**config.mk**
```make
export PLATFORM = sky130hd
export DESIGN_NAME = seq_pattern_tx
export DESIGN_NICKNAME = d
export VERILOG_FILES = /design/src/rtl/seq_pattern_tx.sv
export SDC_FILE = /design/constraint.sdc
export NUM_CORES = 1
export LEC_CHECK = 0
export ABC_AREA = 1
export CAP_MARGIN = 20
export CELL_PAD_IN_SITES_DETAIL_PLACEMENT = 1
export CELL_PAD_IN_SITES_GLOBAL_PLACEMENT = 1
export CORE_ASPECT_RATIO = 1.4
export CORE_MARGIN = 1.5
export CORE_UTILIZATION = 40
export DETAILED_ROUTE_END_ITERATION = 8
export GPL_TIMING_DRIVEN = 0
export HOLD_SLACK_MARGIN = 0.06
export PLACE_DENSITY_LB_ADDON = 0.08
export SETUP_SLACK_MARGIN = 0.15
export SLEW_MARGIN = 20
export SYNTH_ARGS = -nofsm -noshare
export SYNTH_HDL_FRONTEND = slang
export SYNTH_SLANG_ARGS = --single-unit
```
**constraint.sdc**
```tcl
create_clock -name clk -period 2.4 [get_ports clk]
set_input_delay 0.72 -clock clk [delete_from_list [all_inputs] [get_ports clk]]
set_output_delay 0.72 -clock clk [all_outputs]
set_load 0.005 [all_outputs]
```
**src/rtl/seq_pattern_tx.sv**
```systemverilog
// Serial pattern transmitter: sends a captured WIDTH-bit pattern MSB-first, reps times,
// with GAP_CYCLES idle cycles between repetitions. Define SEQ_PATTERN_TX_PARITY_EN to append an even-parity bit.
module seq_pattern_tx #(
  parameter int WIDTH      = 3,
  parameter int GAP_CYCLES = 1,
  parameter int REP_W      = 4
) (
  input  logic             clk,
  input  logic             rst,
  input  logic             start,
  input  logic [WIDTH-1:0] pattern,
  input  logic [REP_W-1:0] reps,
  output logic             out,
  output logic             bit_valid,
  output logic             busy,
  output logic             done,
  output logic [2:0]       state_dbg
);

  localparam int BW = (WIDTH > 1) ? $clog2(WIDTH) : 1;
  localparam logic [BW-1:0] BIT_LAST = BW'(WIDTH - 1);
  localparam int GAP_LAST_I = (GAP_CYCLES > 0) ? GAP_CYCLES - 1 : 0;
  localparam logic [3:0] GAP_LAST = 4'(GAP_LAST_I);

  typedef enum logic [2:0] {
    S_IDLE = 3'd0,
    S_SEND = 3'd1,
`ifdef SEQ_PATTERN_TX_PARITY_EN
    S_PAR  = 3'd2,
`endif
    S_GAP  = 3'd3,
    S_DONE = 3'd4
  } state_t;

  state_t           state_q, state_d;
  logic [WIDTH-1:0] pat_q, pat_d;
  logic [WIDTH-1:0] shreg_q, shreg_d;
  logic [BW-1:0]    bit_cnt_q, bit_cnt_d;
  logic [REP_W-1:0] rep_cnt_q, rep_cnt_d;
  logic [3:0]       gap_cnt_q, gap_cnt_d;
  logic             rep_end;

  always_ff @(posedge clk or posedge rst) begin
    if (rst) begin
      state_q   <= S_IDLE;
      pat_q     <= '0;
      shreg_q   <= '0;
      bit_cnt_q <= '0;
      rep_cnt_q <= '0;
      gap_cnt_q <= '0;
    end else begin
      state_q   <= state_d;
      pat_q     <= pat_d;
      shreg_q   <= shreg_d;
      bit_cnt_q <= bit_cnt_d;
      rep_cnt_q <= rep_cnt_d;
      gap_cnt_q <= gap_cnt_d;
    end
  end

  // start is a one-sided request: it is accepted on any edge seen in IDLE and
  // ignored in every other state, so there is no separate ready signal.
  always_comb begin
    state_d   = state_q;
    pat_d     = pat_q;
    shreg_d   = shreg_q;
    bit_cnt_d = bit_cnt_q;
    rep_cnt_d = rep_cnt_q;
    gap_cnt_d = gap_cnt_q;
    rep_end   = 1'b0;
    case (state_q)
      S_IDLE: begin
        if (start) begin
          pat_d     = pattern;
          shreg_d   = pattern;
          rep_cnt_d = reps;
          bit_cnt_d = '0;
          gap_cnt_d = '0;
          state_d   = (reps != '0) ? S_SEND : S_DONE;
        end
      end
      S_SEND: begin
        shreg_d = {shreg_q[WIDTH-2:0], 1'b0};
        if (bit_cnt_q == BIT_LAST) begin
          bit_cnt_d = '0;
`ifdef SEQ_PATTERN_TX_PARITY_EN
          state_d   = S_PAR;
`else
          rep_end   = 1'b1;
`endif
        end else begin
          bit_cnt_d = bit_cnt_q + BW'(1);
        end
      end
`ifdef SEQ_PATTERN_TX_PARITY_EN
      S_PAR: rep_end = 1'b1;
`endif
      S_GAP: begin
        if (gap_cnt_q == GAP_LAST) begin
          gap_cnt_d = '0;
          shreg_d   = pat_q;
          state_d   = S_SEND;
        end else begin
          gap_cnt_d = gap_cnt_q + 4'd1;
        end
      end
      S_DONE:  state_d = S_IDLE;
      default: state_d = S_IDLE;
    endcase

    // End of a repetition: rep_cnt_q is never 0 here, so the decrement cannot wrap.
    if (rep_end) begin
      rep_cnt_d = rep_cnt_q - REP_W'(1);
      if (rep_cnt_q == REP_W'(1)) begin
        state_d = S_DONE;
      end else if (GAP_CYCLES == 0) begin
        shreg_d = pat_q;
        state_d = S_SEND;
      end else begin
        gap_cnt_d = '0;
        state_d   = S_GAP;
      end
    end
  end

  always_comb begin
    out       = 1'b0;
    bit_valid = 1'b0;
    busy      = 1'b0;
    done      = 1'b0;
    case (state_q)
      S_SEND: begin
        out       = shreg_q[WIDTH-1];
        bit_valid = 1'b1;
        busy      = 1'b1;
      end
`ifdef SEQ_PATTERN_TX_PARITY_EN
      S_PAR: begin
        out       = ^pat_q;
        bit_valid = 1'b1;
        busy      = 1'b1;
      end
`endif
      S_GAP:   busy = 1'b1;
      S_DONE:  done = 1'b1;
      default: ;
    endcase
  end

  assign state_dbg = state_q;

endmodule

```
* After elaboration in Yosys (flattened, before gate mapping)
Cells that the tools add are included.
** Storage, ports and cells
- Register bits :: 19
- Output and inout bits :: 7
** Cells by class
- $add $sub $neg :: 3
- Equality and inequality tests :: 10
- Multiplexer cells :: 26
- Reduce and logical (&&, ||, !) cells :: 13
** Operator list (number)
- 2-to-1 mux 4 bit :: 7
- 2-to-1 mux 3 bit :: 7
- case mux 3 bit (3 select lines) :: 2
- case mux 4 bit (2 select lines) :: 1
- 2-to-1 mux 1 bit :: 6
- != test 2 bit (second input constant) :: 3
- != test 3 bit (second input constant) :: 2
- AND reduction 2 bit :: 3
- AND reduction 3 bit :: 2
- nonzero test 2 bit :: 3
- adder 4 x 1 -> 4 bit (second input constant) :: 1
- == test 4 x 1 -> 1 bit (second input constant) :: 1
- zero test 4 bit :: 1
- 2-to-1 mux 2 bit :: 2
- case mux 2 bit (2 select lines) :: 1
- nonzero test 4 bit :: 1
- subtractor 4 x 1 -> 4 bit (second input constant) :: 1
- == test 3 x 1 -> 1 bit (second input constant) :: 1
- == test 3 x 2 -> 1 bit (second input constant) :: 1
- == test 3 bit (second input constant) :: 1
- zero test 3 bit :: 1
- nonzero test 3 bit :: 1
- adder 2 x 1 -> 2 bit (second input constant) :: 1
- == test 2 bit (second input constant) :: 1
- OR reduction 2 bit :: 1

* Longest topological paths before layout
- Depth in word-level cells :: 5
- Gate-level depth with buffers :: 8

* Worst setup path before layout
OpenSTA, ideal clock, no wires.
- Kind :: register to output
- From :: reg state_q[0] (netlist: state_dbg[0])
- To :: out out
- Data arrival time :: 0.878 ns
- Required time :: 1.680 ns
- Path slack :: 0.802 ns
- Stages on the path, launching flop included :: 5
- Path buffers :: 0
- Cells stage by stage :: dfrtp_1 > inv_2 > nor2_2 > nand2_1 > nor2_1
** Between the ends
- Longest elaborated chain between the ends :: 2
** RTL lines
- start, declared :: line 35 : state_t state_q, state_d;
- start signal, assigned :: line 52 : state_q <= state_d;
- == test 3 x 1 -> 1 bit :: line 131 : case (state_q)
- 2-to-1 mux 1 bit :: line 131
- end, declared :: line 13 : output logic out,
Every way passes these cells.

* Final worst setup path
- From :: reg state_q[1] (netlist: state_dbg[1])
- To :: out done
** Between the ends
- Longest elaborated chain between the ends :: 2
** RTL lines
- == test 3 bit :: line 131
- 2-to-1 mux 1 bit :: line 131
- end, declared :: line 16 : output logic done,
Every way passes these cells.

==> flow_metrics.py <==
metrics = {
    "die": {
        "die_y_microns": 67.1,
        "rows": 23,
        "fp.dieW_microns": 48.8,
        "initial_core_util_pct": 41.6,
        "die-area_sq_um": 3270,
        "ioPinCount": 17,
        "core_sq_um": 2820,
    },
    "detailed_routing": {
        "drt_iter0_markers": 24,
        "wl_per_cell_microns": 14.1,
        "wl_microns": 3270,
        "num_vias": 1190,
        "drc": 0,
        "vias_per_cell": 5.15,
        "ant_nets": 0,
        "dr.pass1.iters": 4,
    },
    "power": {
        "power_density_nw_per_um2": 1130,
        "irDropWorstVdd_mv": 0.721,
        "leakagePower_uw": 0.000809,
    },
    "sta": {
        "hold_viol": 0,
        "rsz0062_at_grt": "false",
        "post-route-period-util_pct": 92.2,
        "drv_slew": 0,
        "relSlewSlack_pct": 47.2,
        "max_freq_mhz": 452,
        "fin_skew_ns": 0.00917,
        "setup_violations": 0,
        "worst_slew_pin_slew_ns": 0.792,
        "fin_crit_ns": 2.21,
        "tns_ns": 0,
    },
    "synth": {
        "async_flop_share_pct": 100,
        "synth-edff-count": 0,
        "ys_top_cells_by_area": "dfrtp_1 (41%), nand2_1 (21%), nand3_1 (8.1%)",
        "synth_top_area_cell": "dfrtp_1",
        "synthTopCellsByCount": "nand2_1 (66), dfrtp_1 (19), nand3_1 (19)",
        "synth_flop_cell": "dfrtp_1",
        "synthCells": 169,
        "synthesis.area_sq_um": 1170,
        "yosysMostFrequentCell": "nand2_1",
        "syn-num-nets": 183,
        "ys_warn_count": 0,
        "synth.distinct_cells": 21,
        "synth_seq_cells": 19,
        "avgSynthCellArea_sq_um": 6.94,
        "yosysSeqAreaShare_pct": 40.5,
        "yosysTopAreaCellShare_pct": 40.5,
    },
    "clock_network": {
        "clk_latency_ns": 0.27,
        "cts-root-buf": "clkbuf_8",
        "cts_made_buffers": 3,
        "cts_tree": "done",
        "cts.htree.levels": 1,
        "clk_pin_slew_worst_paths_ns": 0.08,
        "cts_buffer_depth": 2,
        "clock_sinks": 19,
        "hold_buffers": 0,
    },
    "hold_path": {
        "whs_path_depth": 2,
        "min_to": "shreg_q[1]",
        "hold_path.class": "register to register",
        "hp-start": "shreg_q[1]",
    },
    "worst_setup_path": {
        "reg2reg_depth": 7,
        "cp_max_fo": 7,
        "arrival_ns": 1.49,
        "slowest_stage": "clkdlybuf4s50_1",
        "crit_family": "buffers and inverters",
        "cp_num_buf_inv": 1,
        "worstSetupStartpointType": "register",
        "critPathRequiredTime_ns": 1.68,
        "rr_startpoint": "state_dbg[0]",
        "r2r_setup_slack_ns": 0.84,
        "crit_path_end_kind": "output pin",
        "cpPeakStageDelay_ns": 0.53,
        "path_class": "register to output pin",
        "r2r-end": "rep_cnt_q[3]",
        "path_cells": "nor3_2 -> clkdlybuf4s50_1",
    },
    "job": {
        "maxCapViolations": 0,
    },
    "placement": {
        "dp_hpwl_microns": 2430,
        "place_inst": 222,
        "place_congestion": 0.819,
        "placed_area_sq_um": 1380,
        "portBuffers": 16,
    },
    "grt": {
        "antenna_found_initial": 0,
        "overflow": 0,
        "grt_pass1_wl_microns": 5540,
        "grt_max_degree": 20,
        "grt_usage_pct": 22.2,
        "grt_pass1_vias": 1240,
    },
    "cells_and_area": {
        "utilization_pct": 52.6,
        "insertedDiodeCount": 0,
        "syn2layout_area_growth_pct": 26.4,
        "design_area_sq_um": 1480,
        "regArea_sq_um": 479,
        "layout-drive-gt1-share_pct": 14.9,
        "multi_input_area_sq_um": 624,
        "stdcell_count": 231,
        "n_fill_cell": 385,
        "final_nets": 209,
    },
    "status": {
        "status": "finished clean",
    },
}
## stage by stage
| stage | power (uW) | hold slack, ns | setup WS (ns) |
|---|---|---|---|
| after floorplan | 1070 | 0.449 | 0.802 |
| after global placement | 1320 | 0.467 | 0.213 |
| after detailed placement | 1370 | 0.470 | 0.195 |
| after CTS | 1690 | 0.491 | 0.157 |
| after global routing | 1820 | 0.515 | 0.158 |
| final | 1680 | 0.491 | 0.187 |
## registers in the layout (all words and copies together), names as in the netlist
name and cells:
rep_cnt_q 4, pat_q 3, gap_cnt_q 4, bit_cnt_q 2, state_dbg 3, shreg_q 3
## final cells by class
class / instances / area share (%)
clock inverter: 1 / 0.337
sequential: 19 / 32.3
multi-input combinational: 127 / 42.1
timing repair buffer: 21 / 13.4
inverter: 23 / 5.99
tap: 37 / 3.12
clock buffer: 3 / 2.78
## worst max path at each step
| stage | slack [ns] | cells after the start | endpoint | startpoint |
|---|---|---|---|---|
| after global routing | 0.16 | 2 | done | state_dbg[1] |
| after CTS | 0.16 | 4 | out | state_dbg[1] |
| after floorplan | 0.80 | 4 | out | state_dbg[0] |
| after detailed placement | 0.20 | 4 | bit_valid | state_dbg[2] |
| final | 0.19 | 2 | done | state_dbg[1] |
| after global placement | 0.21 | 5 | out | state_dbg[0] |
## logic make-up (layout without fill, tap and decap cells)
logic type                 Yosys count  count (layout)  synth area share (%)
and+or+nand+nor                    115             115                  44.1
buffers and inverters               23              48                  7.35
DFF                                 19              19                  40.5
AOI/OAI and AO/OA                    7               7                  2.98
adders and majority gates            4               4                  4.26
xor gates and xnor gates             1               1                 0.746
## worst register-to-register path: stages (launching register included)
cell and delay [ns]:
dfrtp_2 0.45, buf_4 0.17, nor2_2 0.19, nand3_2 0.22, inv_2 0.20, nor2_1 0.09
nand2_1 0.06, nand2_1 0.06
## layer usage
metal	wire (microns)	part of all wire, %	track usage [%]	up-vias
met3	57	1.7	2.02	5
met1	1370	42	25.8	597
met4	53	1.6	8.93	0
met2	1780	55	41.6	14
li1	-	-	-	574
met5	0	0	0	-
## where the power goes
group	internal, uW	switching [uW]
logic	366	539
registers	438	102
clock network	116	121
total	920	762
## cell usage in the layout, fill, tap and decap left out, types with 2 or more instances in the layout
| cell | count |
|---|---|
| a21oi_1 | 2 |
| buf_4 | 5 |
| clkbuf_8 | 3 |
| clkdlybuf4s50_1 | 14 |
| dfrtp_1 | 16 |
| dfrtp_2 | 3 |
| ha_1 | 4 |
| inv_1 | 18 |
| inv_2 | 3 |
| nand2_1 | 65 |
| nand2_2 | 4 |
| nand3_1 | 19 |
| nand3_2 | 2 |
| nand4_1 | 2 |
| nor2_1 | 14 |
| nor2_2 | 2 |
| nor2_4 | 3 |
| o21ai_0 | 4 |
## what timing repair did
item                                    4_1_cts  5_1_grt
gates resized for setup                       7        2
setup buffers                                 5        0
pin swaps                                     2        0
endpoints found under the setup margin        4        2
(Power assumes the default switching activity.)
